--- src/rtl/stopwatch_pkg.sv ---
// ============================================================================
//  Module   : stopwatch_pkg
//  Purpose  : Shared types and constants for the stopwatch controller.
//  Revision : 1.0  initial release
// ============================================================================
`default_nettype none

package stopwatch_pkg;

    localparam int c_PRESC_W            = 30;
    localparam int c_DEFAULT_TICK_PERIOD = 50_000_000;

    typedef logic [3:0] bcd_t;

    typedef enum logic [1:0] {
        ST_IDLE  = 2'd0,
        ST_RUN   = 2'd1,
        ST_PAUSE = 2'd2
`ifdef STOPWATCH_CTRL_LAP_EN
        ,
        ST_LAP   = 2'd3
`endif
    } sw_state_t;

endpackage

`default_nettype wire

--- src/rtl/stopwatch_bcd_digit.sv ---
// ============================================================================
//  Module   : stopwatch_bcd_digit
//  Purpose  : Modulo-DIGIT_LIMIT counter with enable, sync clear and carry.
//  Revision : 1.0  initial release
// ============================================================================
`default_nettype none

module stopwatch_bcd_digit
    import stopwatch_pkg::*;
#(
    parameter int DIGIT_LIMIT = 10
) (
    input  logic       clk,
    input  logic       rst,
    input  logic       i_en,
    input  logic       i_clr,
    output logic [3:0] o_value,
    output logic       o_carry
);

    // A modulus above ten would expose non-BCD nibbles, so it is capped.
    localparam int   c_LIMIT = (DIGIT_LIMIT > 10) ? 10 : DIGIT_LIMIT;
    localparam bcd_t c_LAST  = bcd_t'(c_LIMIT - 1);

    bcd_t r_value;

    always_ff @(posedge clk or posedge rst) begin
        if (rst) begin
            r_value <= '0;
        end else if (i_clr) begin
            r_value <= '0;
        end else if (i_en) begin
            r_value <= (r_value == c_LAST) ? '0 : r_value + 4'd1;
        end
    end

    assign o_value = r_value;
    assign o_carry = i_en & (r_value == c_LAST);

endmodule

`default_nettype wire

--- src/rtl/stopwatch_ctrl.sv ---
// ============================================================================
//  Module   : stopwatch_ctrl
//  Purpose  : Two-digit BCD stopwatch with run/pause/clear and optional lap
//             freeze (compiled in with macro STOPWATCH_CTRL_LAP_EN).
//  Revision : 1.0  initial release
// ============================================================================
`default_nettype none

module stopwatch_ctrl
    import stopwatch_pkg::*;
#(
    parameter int TICK_PERIOD = c_DEFAULT_TICK_PERIOD,
    parameter int DIGIT_LIMIT = 10
) (
    input  logic       CLK_50M,
    input  logic       RST,
    input  logic       BTN_START_STOP,
    input  logic       BTN_CLEAR,
    input  logic       BTN_LAP,
    output logic [7:0] LED,
    output logic       RUNNING,
    output logic       LAP_ACTIVE,
    output logic       CARRY_OUT
);

    localparam logic [c_PRESC_W-1:0] c_TICK_LAST = c_PRESC_W'(TICK_PERIOD - 1);
    localparam logic [c_PRESC_W-1:0] c_PRESC_ONE = c_PRESC_W'(1);

    sw_state_t              r_state;
    sw_state_t              w_next_state;
    logic                   r_arm;
    logic                   r_ss_q;
    logic                   r_clr_q;
    logic                   w_clr_edge;
    logic                   w_ss_edge;
    logic [c_PRESC_W-1:0]   r_presc;
    logic                   w_counting;
    logic                   w_tick;
    logic [3:0]             w_units;
    logic [3:0]             w_tens;
    logic                   w_units_carry;
    logic                   w_tens_carry;
    logic                   r_carry;

    // r_arm blocks edges on the first cycle after reset, so levels held
    // through reset release are absorbed into the _q registers first.
    always_ff @(posedge CLK_50M or posedge RST) begin
        if (RST) begin
            r_arm   <= 1'b0;
            r_ss_q  <= 1'b0;
            r_clr_q <= 1'b0;
        end else begin
            r_arm   <= 1'b1;
            r_ss_q  <= BTN_START_STOP;
            r_clr_q <= BTN_CLEAR;
        end
    end

    assign w_clr_edge = r_arm & BTN_CLEAR & ~r_clr_q;
    assign w_ss_edge  = r_arm & BTN_START_STOP & ~r_ss_q & ~w_clr_edge;

`ifdef STOPWATCH_CTRL_LAP_EN
    logic       r_lap_q;
    logic       w_lap_edge;
    logic [7:0] r_lap_latch;

    always_ff @(posedge CLK_50M or posedge RST) begin
        if (RST) begin
            r_lap_q <= 1'b0;
        end else begin
            r_lap_q <= BTN_LAP;
        end
    end

    assign w_lap_edge = r_arm & BTN_LAP & ~r_lap_q & ~w_clr_edge &
                        ~(BTN_START_STOP & ~r_ss_q);

    always_ff @(posedge CLK_50M or posedge RST) begin
        if (RST) begin
            r_lap_latch <= 8'h00;
        end else if (w_clr_edge) begin
            r_lap_latch <= 8'h00;
        end else if (r_state == ST_RUN && w_lap_edge) begin
            r_lap_latch <= {w_tens, w_units};
        end
    end

    assign w_counting = (r_state == ST_RUN) || (r_state == ST_LAP);
    assign LED        = LAP_ACTIVE ? r_lap_latch : {w_tens, w_units};
`else
    logic w_unused_lap;
    assign w_unused_lap = BTN_LAP;
    assign w_counting   = (r_state == ST_RUN);
    assign LED          = {w_tens, w_units};
`endif

    assign w_tick = w_counting && (r_presc == c_TICK_LAST);

    always_ff @(posedge CLK_50M or posedge RST) begin
        if (RST) begin
            r_presc <= '0;
        end else if (w_clr_edge) begin
            r_presc <= '0;
        end else if (w_counting) begin
            r_presc <= w_tick ? '0 : r_presc + c_PRESC_ONE;
        end
    end

    stopwatch_bcd_digit #(.DIGIT_LIMIT(DIGIT_LIMIT)) u_units (
        .clk     (CLK_50M),
        .rst     (RST),
        .i_en    (w_tick),
        .i_clr   (w_clr_edge),
        .o_value (w_units),
        .o_carry (w_units_carry)
    );

    stopwatch_bcd_digit #(.DIGIT_LIMIT(DIGIT_LIMIT)) u_tens (
        .clk     (CLK_50M),
        .rst     (RST),
        .i_en    (w_tick & w_units_carry),
        .i_clr   (w_clr_edge),
        .o_value (w_tens),
        .o_carry (w_tens_carry)
    );

    always_ff @(posedge CLK_50M or posedge RST) begin
        if (RST) begin
            r_carry <= 1'b0;
        end else begin
            r_carry <= w_tens_carry & ~w_clr_edge;
        end
    end

    assign CARRY_OUT = r_carry;

    always_ff @(posedge CLK_50M or posedge RST) begin
        if (RST) begin
            r_state <= ST_IDLE;
        end else begin
            r_state <= w_next_state;
        end
    end

    always_comb begin
        w_next_state = r_state;
        if (w_clr_edge) begin
            w_next_state = ST_IDLE;
        end else begin
            case (r_state)
                ST_IDLE:  if (w_ss_edge) w_next_state = ST_RUN;
                ST_RUN: begin
                    if (w_ss_edge) w_next_state = ST_PAUSE;
`ifdef STOPWATCH_CTRL_LAP_EN
                    else if (w_lap_edge) w_next_state = ST_LAP;
`endif
                end
                ST_PAUSE: if (w_ss_edge) w_next_state = ST_RUN;
`ifdef STOPWATCH_CTRL_LAP_EN
                ST_LAP: begin
                    if (w_ss_edge) w_next_state = ST_PAUSE;
                    else if (w_lap_edge) w_next_state = ST_RUN;
                end
`endif
                default:  w_next_state = ST_IDLE;
            endcase
        end
    end

    always_comb begin
        RUNNING    = 1'b0;
        LAP_ACTIVE = 1'b0;
        case (r_state)
            ST_RUN:  RUNNING = 1'b1;
`ifdef STOPWATCH_CTRL_LAP_EN
            ST_LAP: begin
                RUNNING    = 1'b1;
                LAP_ACTIVE = 1'b1;
            end
`endif
            default: ;
        endcase
    end

endmodule

`default_nettype wire

--- config.mk ---
export PLATFORM = sky130hd
export DESIGN_NAME = stopwatch_ctrl
export DESIGN_NICKNAME = d
export VERILOG_FILES = /design/src/rtl/stopwatch_pkg.sv /design/src/rtl/stopwatch_bcd_digit.sv /design/src/rtl/stopwatch_ctrl.sv
export SDC_FILE = /design/constraint.sdc
export NUM_CORES = 1
export LEC_CHECK = 0
export ABC_CLOCK_PERIOD_IN_PS = 3500
export BUFFER_PORTS_ARGS = -buffer_cell sky130_fd_sc_hd__buf_4
export CAP_MARGIN = 20
export CORE_ASPECT_RATIO = 1.2
export CORE_MARGIN = 5
export CORE_UTILIZATION = 49
export CTS_BUF_LIST = sky130_fd_sc_hd__clkbuf_4
export CTS_CLUSTER_DIAMETER = 150
export DETAILED_ROUTE_END_ITERATION = 12
export GPL_ROUTABILITY_DRIVEN = 0
export PLACE_DENSITY = 0.63
export RECOVER_POWER = 100
export SYNTH_ARGS = -nofsm -noshare
export SYNTH_HDL_FRONTEND = slang
export SYNTH_HIERARCHICAL = 1
export SYNTH_SLANG_ARGS = --single-unit
--- constraint.sdc ---
create_clock -name CLK_50M -period 3.5 [get_ports CLK_50M]
set_input_delay 0.175 -clock CLK_50M [delete_from_list [all_inputs] [get_ports CLK_50M]]
set_output_delay 0.175 -clock CLK_50M [all_outputs]
set_load 0.01 [all_outputs]
== After elaboration in Yosys (flattened, before gate mapping) ==
Cells that the tools add are included.
Widths: inputs -> output; s select.

* Input port bits: 5
* Flip-flop bits (word level): 44
* Word-level logic and storage cells: 51
* Output and inout port bits: 11

* Eq/ne operators: 7
* Multiplexer cells: 14
* Bitwise logic cells: 12
* Reduce and logical (&&, ||, !) cells: 7
* Add/subtract/negate cells: 3

{| class="wikitable"
|+ Operators with widths
! cell !! number
|-
| $mux 30 || 3
|-
| $add 30x1->30 const B || 1
|-
| $eq 30x26->1 const B || 1
|-
| $mux 4 || 6
|-
| $and 1x1->1 || 9
|-
| $add 4x1->4 const B || 2
|-
| $eq 4x4->1 const B || 2
|-
| $mux 2 || 3
|-
| $reduce_bool 2->1 || 3
|-
| $pmux 2 s2 || 1
|-
| $ne 3x1->1 const B || 1
|-
| $ne 3x3->1 const B || 1
|-
| $not 1->1 || 3
|-
| $eq 2x1->1 const B || 1
|-
| $eq 2x2->1 const B || 1
|-
| $logic_not 2->1 || 1
|-
| $reduce_and 2->1 || 1
|-
| $reduce_or 2->1 || 1
|-
| $logic_and 1x1->1 || 1
|-
| $mux 1 || 1
|}

== Depth between registers and ports, before layout ==
* Word-level depth: 7
* Gate-level depth with buffers: 10
* Mapped depth without buffers: 10

== Modules after synthesis ==
Netlist, hierarchy kept.

{| class="wikitable"
|+ Modules (own cells, without submodules)
! module !! times used !! sequential area each (µm²) !! area each (µm²) !! cells each
|-
| stopwatch_ctrl || 1 || 900.9 || 2104.5 || 230
|-
| stopwatch_bcd_digit || 2 || 100.1 || 244.0 || 27
|}

== Least setup slack after synthesis ==
Ideal clock, no wire load.

* Path type: flip-flop to flip-flop
* Start: register r_presc[8]
* End: register u_tens.r_value[2], in the netlist u_tens/o_value[2]
* Path slack: 1.007 ns
* Buffers on the path: 0
* Setup time: 0.078 ns
* Clock period less this slack: 2.493 ns
* Stages on the path, launching flop included: 10
* Data required time: 3.422 ns
* Arrival: 2.414 ns
* Cells stage by stage: dfrtp_1 > or4_4 > nor4_4 > and3_1 > inv_1 > nor2_1 > and2_1 > nand2_2 > a211o_1 > a21oi_2

* Longest elaborated chain between the ends: 5

{| class="wikitable"
|+ Ends and longest elaborated chain
! element !! line !! RTL
|-
| from (decl) || stopwatch_ctrl.sv:36 || <nowiki>logic [c_PRESC_W-1:0] r_presc;</nowiki>
|-
| from (signal assigned) || stopwatch_ctrl.sv:105 || <nowiki>r_presc <= w_tick ? '0 : r_presc + c_PRESC_ONE;</nowiki>
|-
| $eq 30x26->1 || stopwatch_ctrl.sv:97 || <nowiki>assign w_tick = w_counting && (r_presc == c_TICK_LAST);</nowiki>
|-
| $logic_and 1x1->1 || stopwatch_ctrl.sv:97 ||
|-
| named net w_tick || stopwatch_ctrl.sv:38 || <nowiki>logic w_tick;</nowiki>
|-
| $and 1x1->1 || stopwatch_bcd_digit.sv:38 || <nowiki>assign o_carry = i_en & (r_value == c_LAST);</nowiki>
|-
| named net w_units_carry || stopwatch_ctrl.sv:41 || <nowiki>logic w_units_carry;</nowiki>
|-
| $and 1x1->1 || stopwatch_ctrl.sv:121 || <nowiki>.i_en (w_tick & w_units_carry),</nowiki>
|-
| $reduce_bool 2->1 (no line) || - ||
|-
| to (signal assigned) || stopwatch_bcd_digit.sv:33 || <nowiki>r_value <= (r_value == c_LAST) ? '0 : r_value + 4'd1;</nowiki>
|-
| to (decl) || stopwatch_bcd_digit.sv:25 || <nowiki>bcd_t r_value;</nowiki>
|}

The timed path passes the listed nets, and every way through them passes these cells.
A chain may end at the register's enable or synchronous reset.

== Final worst setup path ==
* Start: register r_presc[0]
* End: register r_presc[8]

* Longest elaborated chain between the ends: 5
* Elaborated cells between the ends (all ways): 6
* Those cells by class: add/sub (1); eq/ne (1); mux (3); reduce/logical (1)

{| class="wikitable"
|+ Ends and longest elaborated chain
! element !! line !! RTL
|-
| parallel branches: the longest is 2 deep, another holds $add 30x1->30 || - ||
|-
| $mux 30 (*) || stopwatch_ctrl.sv:105 ||
|-
| $mux 30 (*) || stopwatch_ctrl.sv:104 || <nowiki>end else if (w_counting) begin</nowiki>
|-
| $mux 30 (*) || stopwatch_ctrl.sv:102 || <nowiki>end else if (w_clr_edge) begin</nowiki>
|}

Mark *: on every way between the ends. The select of a mux whose other input is x is not followed.

==> qor.csv <==
stage,metric,value,unit
yosys,avgSynthCellArea,9.128,µm²
timing,finalCritPeriodShare,0.8793,
critical_path,critPathMostFrequentCell,buf_4,
finish,final_common_cell,dfrtp_1,
yosys,syn_area,2592,µm²
timing,hold_violations,0,
cts,clock-root-buffer,clkbuf_4,
critical_path,end_kind,register,
yosys,syn_nets,294,
worst_hold_path,hp-class,input pin to asynchronous set/reset pin,
timing,worst_pin_slew,2.004,ns
cts,numCtsBuffers,5,
detailed_routing,drc,0,
timing,period_minus_slack,3.078,ns
timing,fin_ws,0.4224,ns
critical_path,worst_ep_required_time,3.78,ns
critical_path,critPathBufInv,2,
place,portBuffers,13,
place,post-place-ws,0.7337,ns
timing,fin_setup_tns,0,ns
global_routing,grt_usage,0.1902,
floorplan,io_pins,16,
floorplan,die-area,6852,µm²
floorplan,start_util,0.4962,
floorplan,rows,29,
detailed_routing,via_per_inst,6.282,
critical_path,cp_max_fo,19,
global_routing,grt_use_met1,0.2368,
yosys,ys_seq_elements,44,
timing,max_freq,324.9,MHz
detailed_routing,wl,6149,µm
critical_path,critical_path_class,register to register,
yosys,netlist_instances,284,
timing,rsz0062_at_grt,false,
global_routing,grt.busiest_layer,met2,
finish,final_cell_mix,"dfrtp_1, nand2_1, a31oi_1, inv_1, nor2_1",
cts,cts_buffer_depth,2,
detailed_routing,dr_total_vias,2274,
detailed_routing,drt-initial-drc-count,146,
power,leakage,1.131,nW
timing,setup_viol,0,
power,power.density,390.8,nW/µm²
floorplan,design.core.area,5225,µm²
global_routing,use_met2,0.3411,
finish,diodes,0,
global_routing,first_global_vias,2226,
critical_path,crit_slowest_cell,a21oi_1,
run_status,outcome,finished with violations,
place,hpwl,4052,µm
run,drv_cap,2,
power,ir_worst_vdd,0.2257,mV
critical_path,rrSetupSlack,0.42,ns
global_routing,grt_pass1_wl,10830,µm
yosys,synth.distinct_cells,54,
yosys,yosysSeqAreaShare,0.4247,
finish,post_route_cells_drive_above_1_share,0.07667,
timing,maxSlewViolCount,57,
critical_path,timing.critical_path.max_delay_family,compound AO/OA/AOI/OAI gates,
global_routing,antenna_found_initial,0,
detailed_routing,first_pass_iters,4,
floorplan,dieWidth,76.40,µm
cts,clk_pin_slew,0.13,ns
run_status,violations,"max-capacitance violations, max-slew violations",
cts,clk_latency,0.36,ns
yosys,yosys.area.top_type,dfrtp_1,
yosys,yosys_warnings,6,
critical_path,crit_path_start_kind,register,
critical_path,path_cells,ha_1 -> nand4_1 -> nor4_2 -> buf_4 -> a21oi_1 -> buf_4 -> a31oi_1 -> o21ai_0,
yosys,synthFlopType,dfrtp_1,
cts,htree_levels,2,
global_routing,grt_start_max_net_pins,37,
cts,clock_sinks,44,
finish,final_nets,309,
critical_path,slowest_delay,1.22,ns
detailed_routing,wl_per_cell,16.99,µm
cts,cts_tree,done,
finish,area_growth,5.792,%
critical_path,arrival,3.36,ns
timing,clock_skew,0.01085,ns
global_routing,grt_overflow,0,
floorplan,die_h,89.68,µm
yosys,synth_edf_count,0,
timing,slew-limit-headroom,-0.3359,
yosys,synthArstFlopShare,1.000,
yosys,synth.top_cell.area_share,0.4247,
yosys,yosys-top-cells-area,"dfrtp_1, a31oi_1, nand2_1",
global_routing,grt_util_met3,0.03393,
detailed_routing,antenna_left,0,
## timing repair
item	CTS	global route
endpoints found under the hold margin	46	0
hold buffers	3	0
gates resized for setup	0	0
setup buffers	0	0
## per-stage QoR
stage / hold WS (ns) / power [mW] / util / std cells / cell area, µm²
floorplan: -0.05892 / 0.7806 / - / 284 / 2592
global placement: 0.09046 / 0.8417 / 0.5230 / 351 / 2733
detailed placement: 0.08941 / 0.8412 / 0.5230 / 351 / 2733
CTS: 0.2494 / 1.087 / 0.5386 / 362 / 2814
global route: 0.2620 / 1.141 / 0.5249 / 362 / 2743
finish: 0.2272 / 1.072 / 0.5249 / 362 / 2743
## layer usage
metal | vias to the layer above | wire length (µm)
met5 | - | 0
met4 | 0 | 60
met3 | 7 | 286
met2 | 54 | 2996
met1 | 1122 | 2806
li1 | 1091 | -
## final cells by class
class / instances / area [µm²]
flip-flops and latches: 44 / 1101
multi-input cells: 207 / 1321
well taps: 62 / 77.57
repair buffers: 22 / 120.1
clock inverters: 3 / 13.76
clock buffers: 5 / 37.54
inverters: 19 / 71.32
fillers: 517 / 2482
## path summary, 6_finish.rpt
kind,cells past startpoint,endpoint,from
setup / recovery,8,r_presc[8]$_DFFE_PP0P_,r_presc[0]$_DFFE_PP0P_
hold / removal,3,u_units/o_value[2]$_DFFE_PP0P_,RST
setup reg to reg,8,r_presc[8]$_DFFE_PP0P_,r_presc[0]$_DFFE_PP0P_
hold reg to reg,1,r_presc[28]$_DFFE_PP0P_,r_presc[28]$_DFFE_PP0P_
max in group asynchronous,4,r_presc[0]$_DFFE_PP0P_,RST
min in group CLK_50M,2,r_clr_q$_DFF_PP0_,BTN_CLEAR
## worst register-to-register path, cell delays in order, from the launching register on
cell	delay [ns]
dfrtp_1	0.44
ha_1	0.26
nand4_1	0.23
nor4_2	0.08
buf_4	0.16
a21oi_1	1.22
buf_4	0.36
a31oi_1	0.09
o21ai_0	0.18
## cell families after synthesis
kind of cell | after synthesis | share of synthesized area
other | 2 | 0.002897
adders and majority gates | 5 | 0.02413
DFF | 44 | 0.4247
muxes | 1 | 0.004343
and+or+nand+nor | 128 | 0.3021
AOI/OAI and AO/OA | 69 | 0.1766
xor gates and xnor gates | 2 | 0.006758
buffers and inverters | 33 | 0.05840
## power by group
| part | switching [mW] | internal [mW] |
|---|---|---|
| Clock | 0.171 | 0.0741 |
| Sequential | 0.0238 | 0.533 |
| Combinational | 0.184 | 0.0866 |
## synthesized netlist by cell type (all sizes together) (5+ instances only)
library cell,count
nand3,11
nand2,28
or3,8
a21oi,11
o21ai,14
nand4,14
nand3b,6
a31oi,24
or4,15
ha,5
clkbuf,8
and3,7
inv,19
dfrtp,44
nor2,16
nor4,6
buf,6
## flip-flops by register name (all words and copies together), names as in the netlist
| name | flops |
|---|---|
| r_state | 2 |
| u_tens/o_value | 4 |
| CARRY_OUT | 1 |
| r_ss_q | 1 |
| r_presc | 30 |
| r_clr_q | 1 |
| u_units/o_value | 4 |
| r_arm | 1 |
(Power assumes the default switching activity.)
